===== src/rtl/stroke_triage_pkg.sv =====
// Shared constants and types for the stroke triage datapath.
package stroke_triage_pkg;

   localparam int unsigned N_SENSORS        = 6;
   localparam int unsigned DEB_CYCLES_DEF   = 16;
   localparam int unsigned STUCK_CYCLES_DEF = 1024;

   typedef enum logic {
      WARMUP = 1'b0,
      RUN    = 1'b1
   } warm_state_e;

endpackage


===== src/rtl/debounce_channel.sv =====
// One sensor channel: 2-flop synchroniser, debounce counter, clean output bit and update strobe.
// Optional stuck-active counter is built when STUCK_DETECT_EN is defined.
module debounce_channel
   import stroke_triage_pkg::*;
#(
   parameter int unsigned DEB_CYCLES   = DEB_CYCLES_DEF,
   parameter int unsigned CNT_W        = 5,
   parameter int unsigned STUCK_CYCLES = STUCK_CYCLES_DEF
) (
   input  logic CLK,
   input  logic RST,
   input  logic raw,
   output logic s,
   output logic upd,
   output logic stuck
);

   localparam logic [CNT_W-1:0] DEB_LAST = CNT_W'(DEB_CYCLES - 1);

   logic             sync1_q;
   logic             y_q;
   logic [CNT_W-1:0] cnt_q, cnt_d;
   logic             s_q, s_d;

   always_comb begin
      cnt_d = '0;
      s_d   = s_q;
      upd   = 1'b0;
      if (y_q != s_q) begin
         if (cnt_q == DEB_LAST) begin
            s_d = y_q;
            upd = 1'b1;
         end else begin
            cnt_d = cnt_q + 1'b1;
         end
      end
   end

   always_ff @(posedge CLK or posedge RST) begin
      if (RST) begin
         sync1_q <= 1'b0;
         y_q     <= 1'b0;
         cnt_q   <= '0;
         s_q     <= 1'b0;
      end else begin
         sync1_q <= raw;
         y_q     <= sync1_q;
         cnt_q   <= cnt_d;
         s_q     <= s_d;
      end
   end

   assign s = s_q;

`ifdef STUCK_DETECT_EN
   localparam logic [15:0] STUCK_MAX = 16'(STUCK_CYCLES);

   logic [15:0] stk_cnt_q, stk_cnt_d;
   logic        stuck_q;

   // Counting starts the edge after s rises; clears on the same edge s falls.
   always_comb begin
      stk_cnt_d = '0;
      if (s_d) begin
         if (s_q && (stk_cnt_q != STUCK_MAX)) begin
            stk_cnt_d = stk_cnt_q + 1'b1;
         end else begin
            stk_cnt_d = stk_cnt_q;
         end
      end
   end

   always_ff @(posedge CLK or posedge RST) begin
      if (RST) begin
         stk_cnt_q <= '0;
         stuck_q   <= 1'b0;
      end else begin
         stk_cnt_q <= stk_cnt_d;
         stuck_q   <= (stk_cnt_d == STUCK_MAX);
      end
   end

   assign stuck = stuck_q;
`else
   assign stuck = 1'b0;
`endif

endmodule


===== src/rtl/stroke_sensor_conditioner.sv =====
// Synchronises and debounces the six raw sensor lines; flags warm-up completion and changes.
// Optional stuck-active detection is enabled by defining STUCK_DETECT_EN.
module stroke_sensor_conditioner
   import stroke_triage_pkg::*;
#(
   parameter int unsigned DEB_CYCLES   = DEB_CYCLES_DEF,
   parameter int unsigned CNT_W        = 5,
   parameter int unsigned STUCK_CYCLES = STUCK_CYCLES_DEF
) (
   input  logic                 CLK,
   input  logic                 RST,
   input  logic [N_SENSORS-1:0] RAW,
   output logic [N_SENSORS-1:0] S,
   output logic                 S_VALID,
   output logic                 CHG,
   output logic [N_SENSORS-1:0] STUCK
);

   // Needs to hold DEB_CYCLES+1, and DEB_CYCLES may reach 2^CNT_W.
   localparam int unsigned       WCNT_W    = CNT_W + 2;
   localparam logic [WCNT_W-1:0] WARM_LAST = WCNT_W'(DEB_CYCLES + 1);

   logic [N_SENSORS-1:0] s_bus;
   logic [N_SENSORS-1:0] upd_bus;
   logic [N_SENSORS-1:0] stuck_bus;

   for (genvar i = 0; i < N_SENSORS; i++) begin : g_chan
      debounce_channel #(
         .DEB_CYCLES   (DEB_CYCLES),
         .CNT_W        (CNT_W),
         .STUCK_CYCLES (STUCK_CYCLES)
      ) u_chan (
         .CLK   (CLK),
         .RST   (RST),
         .raw   (RAW[i]),
         .s     (s_bus[i]),
         .upd   (upd_bus[i]),
         .stuck (stuck_bus[i])
      );
   end

   warm_state_e       state_q, state_d;
   logic [WCNT_W-1:0] wcnt_q, wcnt_d;
   logic              chg_q;

   always_comb begin
      state_d = state_q;
      wcnt_d  = wcnt_q;
      unique case (state_q)
         WARMUP: begin
            if (wcnt_q == WARM_LAST) begin
               state_d = RUN;
            end else begin
               wcnt_d = wcnt_q + 1'b1;
            end
         end
         RUN: begin
            state_d = RUN;
         end
         default: state_d = WARMUP;
      endcase
   end

   always_ff @(posedge CLK or posedge RST) begin
      if (RST) begin
         state_q <= WARMUP;
         wcnt_q  <= '0;
         chg_q   <= 1'b0;
      end else begin
         state_q <= state_d;
         wcnt_q  <= wcnt_d;
         chg_q   <= |upd_bus;
      end
   end

   assign S       = s_bus;
   assign S_VALID = (state_q == RUN);
   assign CHG     = chg_q;
   assign STUCK   = stuck_bus;

endmodule


===== config.mk =====
export PLATFORM = sky130hd
export DESIGN_NAME = stroke_sensor_conditioner
export DESIGN_NICKNAME = d
export VERILOG_FILES = /design/src/rtl/stroke_triage_pkg.sv /design/src/rtl/debounce_channel.sv /design/src/rtl/stroke_sensor_conditioner.sv
export SDC_FILE = /design/constraint.sdc
export NUM_CORES = 1
export LEC_CHECK = 0
export BUFFER_PORTS_ARGS = -buffer_cell sky130_fd_sc_hd__buf_2
export CAP_MARGIN = 10
export CORE_MARGIN = 2
export CORE_UTILIZATION = 45
export CTS_BUF_LIST = sky130_fd_sc_hd__clkbuf_2
export CTS_CLUSTER_DIAMETER = 120
export DETAILED_ROUTE_END_ITERATION = 12
export HOLD_SLACK_MARGIN = 0.15
export PLACE_DENSITY = 0.7
export RECOVER_POWER = 50
export SLEW_MARGIN = 40
export SYNTH_ARGS = -nofsm -noshare
export SYNTH_HDL_FRONTEND = slang
export SYNTH_SLANG_ARGS = --single-unit

===== constraint.sdc =====
create_clock -name CLK -period 1.48 [get_ports CLK]
set_clock_uncertainty 0.15 [all_clocks]
set_input_delay 0.074 -clock CLK [delete_from_list [all_inputs] [get_ports CLK]]
set_output_delay 0.074 -clock CLK [all_outputs]
set_load 0.005 [all_outputs]

==> results by group <==
Outcome
  – Run status: completed

Setup path
  – Critical path cell sequence: ha_1 > nand3_2 > nor2_2 > mux2_1
  – Worst r2r src: g_chan[0].u_chan.cnt_q[0]
  – Reg2reg setup slack: 0.05 ns
  – Critical-path top delay cell: dfrtp_1
  – Startpoint types: flop
  – Crit path DAT: 1.64 ns
  – CP bufs+invs: 0
  – CP max stage delay: 0.41 ns
  – Delay-heaviest family, CP: flip-flops
  – Kind of critical path: reg -> reg
  – Crit-path max FO: 3
  – Critical path required time: 1.70 ns
  – Crit end category: flop
  – Crit path from: g_chan[0].u_chan.cnt_q[0]

Power and ir drop
  – Peak supply drop: 0.721 mV
  – LEAKAGE: 1.45 nW
  – Total power: 2.77 mW
  – PD cells: 967 nW/µm²

Die
  – Starting Density: 0.463
  – Chip width: 76.2 µm
  – Num rows: 26
  – Core region area: 5070 µm²
  – I/O pin cnt: 22
  – Die H: 76.2 µm
  – Die area: 5810 µm²

Synth
  – Unique cell type count in the Yosys netlist: 27
  – Post-synth EDFFs: 0
  – Ys async rst share: 1.00
  – Synth Area per Inst: 12.4 µm²
  – Yosys reg bits: 57
  – Synth warnings: 0
  – Main synth FF type: dfrtp_1
  – Cell Area, Synth: 2350 µm²
  – Cells after Synth: 190
  – Sequential area share after synthesis: 0.607

Global route
  – Initial antenna violation count: 0
  – GRT overflow: 0
  – Largest net degree at the start of global routing: 25
  – Aggregate global-route resource usage: 0.147
  – Vias in the first global route: 1439
  – First-pass GRT wire length: 6420 µm

Hold path
  – Worst min path class: reg -> reg
  – Hold path start: g_chan[4].u_chan.sync1_q

Layout
  – Fillers: 449
  – FF/Latch Area: 1430 µm²
  – Finished Layout Cells: 309
  – Multi-input logic area: 900 µm²
  – N_diodes: 0
  – Nets@finish: 251
  – Share of cells above drive strength 1: 0.251
  – Finished Core Util: 0.565
  – Area grow syn2layout: 22.2%

CTS
  – Clk Latency, worst-skew pair: 0.46 ns
  – Longest Clk Path Bufs: 2
  – Sink Count: 57
  – TritonCTS Buffers: 9
  – Clock slew at reported path FFs: 0.15 ns
  – Htree depth: 3
  – CTS tree: done
  – CTS root buf: clkbuf_2

Timing
  – Slew headroom: 0.623
  – RSZ-0062 raised after global routing: true
  – Fmax: 0.701 GHz
  – Final period utilization: 0.964
  – Hold Fails Final Rpt: 0
  – Max-slew violation count: 0
  – Setup-failing EPs final: 0
  – Worst-Margin Slew: 0.565 ns
  – Setup_tns: 0 ns
  – Hold WS: 0.216 ns
  – Post-route minimum period: 1.43 ns

Detailed routing
  – Vias per cell: 4.58
  – Drt first pass iters: 4
  – Post-DRT Antenna Nets: 0
  – Post-Route WL: 3670 µm
  – DR iter-0 viols: 47
  – Drt drc: 0
  – Drt wl/cell: 11.9 µm
  – Vias: 1415

Placement
  – Placer Congestion: 0.737
  – Inst Count DP: 275
  – Dpl hpwl: 2530 µm
  – IO buf count: 15

Job
  – Max Cap Viol: 0
cells in the mapped netlist, types with 2 or more instances:
master,n,area share
and2_1,2,0.0053
a31oi_1,2,0.0053
nor3_1,2,0.0043
xnor2_1,10,0.037
nand2_1,6,0.0096
mux2_1,6,0.029
o21ai_1,4,0.0085
and3_1,6,0.016
buf_4,12,0.038
nand3_1,11,0.023
dfrtp_1,57,0.61
nand4b_1,2,0.0075
ha_1,8,0.043
xor2_1,17,0.063
nor2_1,27,0.043
inv_1,6,0.0096
o32ai_1,2,0.0075
cells by family after synthesis:
family                     synth area share
muxes                                0.0330
xor gates and xnor gates              0.108
buffers and inverters                0.0479
adders and majority gates            0.0426
DFF                                   0.607
and+or+nand+nor                       0.124
other                               0.00160
AOI/OAI and AO/OA                    0.0362
state kept, by name, summed over array words and instances, names as in the netlist:
name and flops:
g_chan.u_chan.y_q 6, g_chan.u_chan.sync1_q 6, g_chan.u_chan.s 6, S_VALID 1
CHG 1, g_chan.u_chan.cnt_q 30, wcnt_q 7
per-stage QoR:
step | worst slack (ns) | instance area [µm²]
after floorplan | 0.0741 | 2370
after global placement | 0.0281 | 2520
after detailed placement | -0.00264 | 2520
after CTS | 0.00613 | 2780
after global routing | -0.00733 | 2870
final | 0.0540 | 2870
per-layer routing:
metal	up-vias	part of all wire	track usage
met5	-	0	0
met4	0	0.019	0.0709
met3	6	0.058	0.0746
met2	23	0.49	0.230
met1	674	0.43	0.166
li1	712	-	-
worst register-to-register path, stage by stage, from the launching register on:
cell	delay, ns
dfrtp_1	0.41
ha_1	0.21
nand3_2	0.10
nor2_2	0.13
mux2_1	0.33
placed cells by master, fill, tap and decap left out, drive strengths merged:
cell and n:
conb 6, clkbuf 13, o21ai 4, nor2 27, nand3 11, inv 5
nand4b 3, ha 8, bufinv 1, a211oi 1, and2 2, xnor2 11
o32ai 2, dlygate4sd3 14, xor2 17, clkinv 3, mux2i 1, nand2b 1
and3 6, a2111o 1, nor3 2, a31oi 2, mux2 6, a21o 1
a21oi 1, clkinvlp 1, nand2 6, dfrtp 57, and4bb 1, buf 25
worst paths after layout:
check                                            end  depth (start not counted)
min reg2reg                     g_chan[4].u_chan.y_q                          0
min in group asynchronous   g_chan[4].u_chan.sync1_q                          4
min                             g_chan[4].u_chan.y_q                          0
max reg2reg                       g_chan[0].u_chan.s                          4
max                               g_chan[0].u_chan.s                          4
max in group asynchronous  g_chan[5].u_chan.cnt_q[1]                          5
timing repair:
item | in CTS | in global routing
setup buffers | 2 | 3
hold endpoints to repair | 63 | 0
pin swaps | 0 | 4
endpoints found under the setup margin | 1 | 9
hold buffers | 14 | 0
gates resized for setup | 0 | 18
layout make-up:
cell class / count / area share
Inverter: 6 / 0.00916
Timing Repair Buffer: 41 / 0.115
Tap cell: 70 / 0.0305
Multi-Input combinational cell: 120 / 0.314
Clock inverter: 4 / 0.0157
Clock buffer: 11 / 0.0192
Sequential cell: 57 / 0.497
power by group:
| part | leakage (nW) | switching [mW] | internal, mW | total [mW] |
|---|---|---|---|---|
| Combinational | 0.640 | 0.0944 | 0.101 | 0.195 |
| Clock | 0.0716 | 0.530 | 0.388 | 0.918 |
| Sequential | 0.738 | 0.0470 | 1.61 | 1.66 |
| Total | 1.45 | 0.671 | 2.10 | 2.77 |
Note: power is estimated with default switching activity, not from simulation.
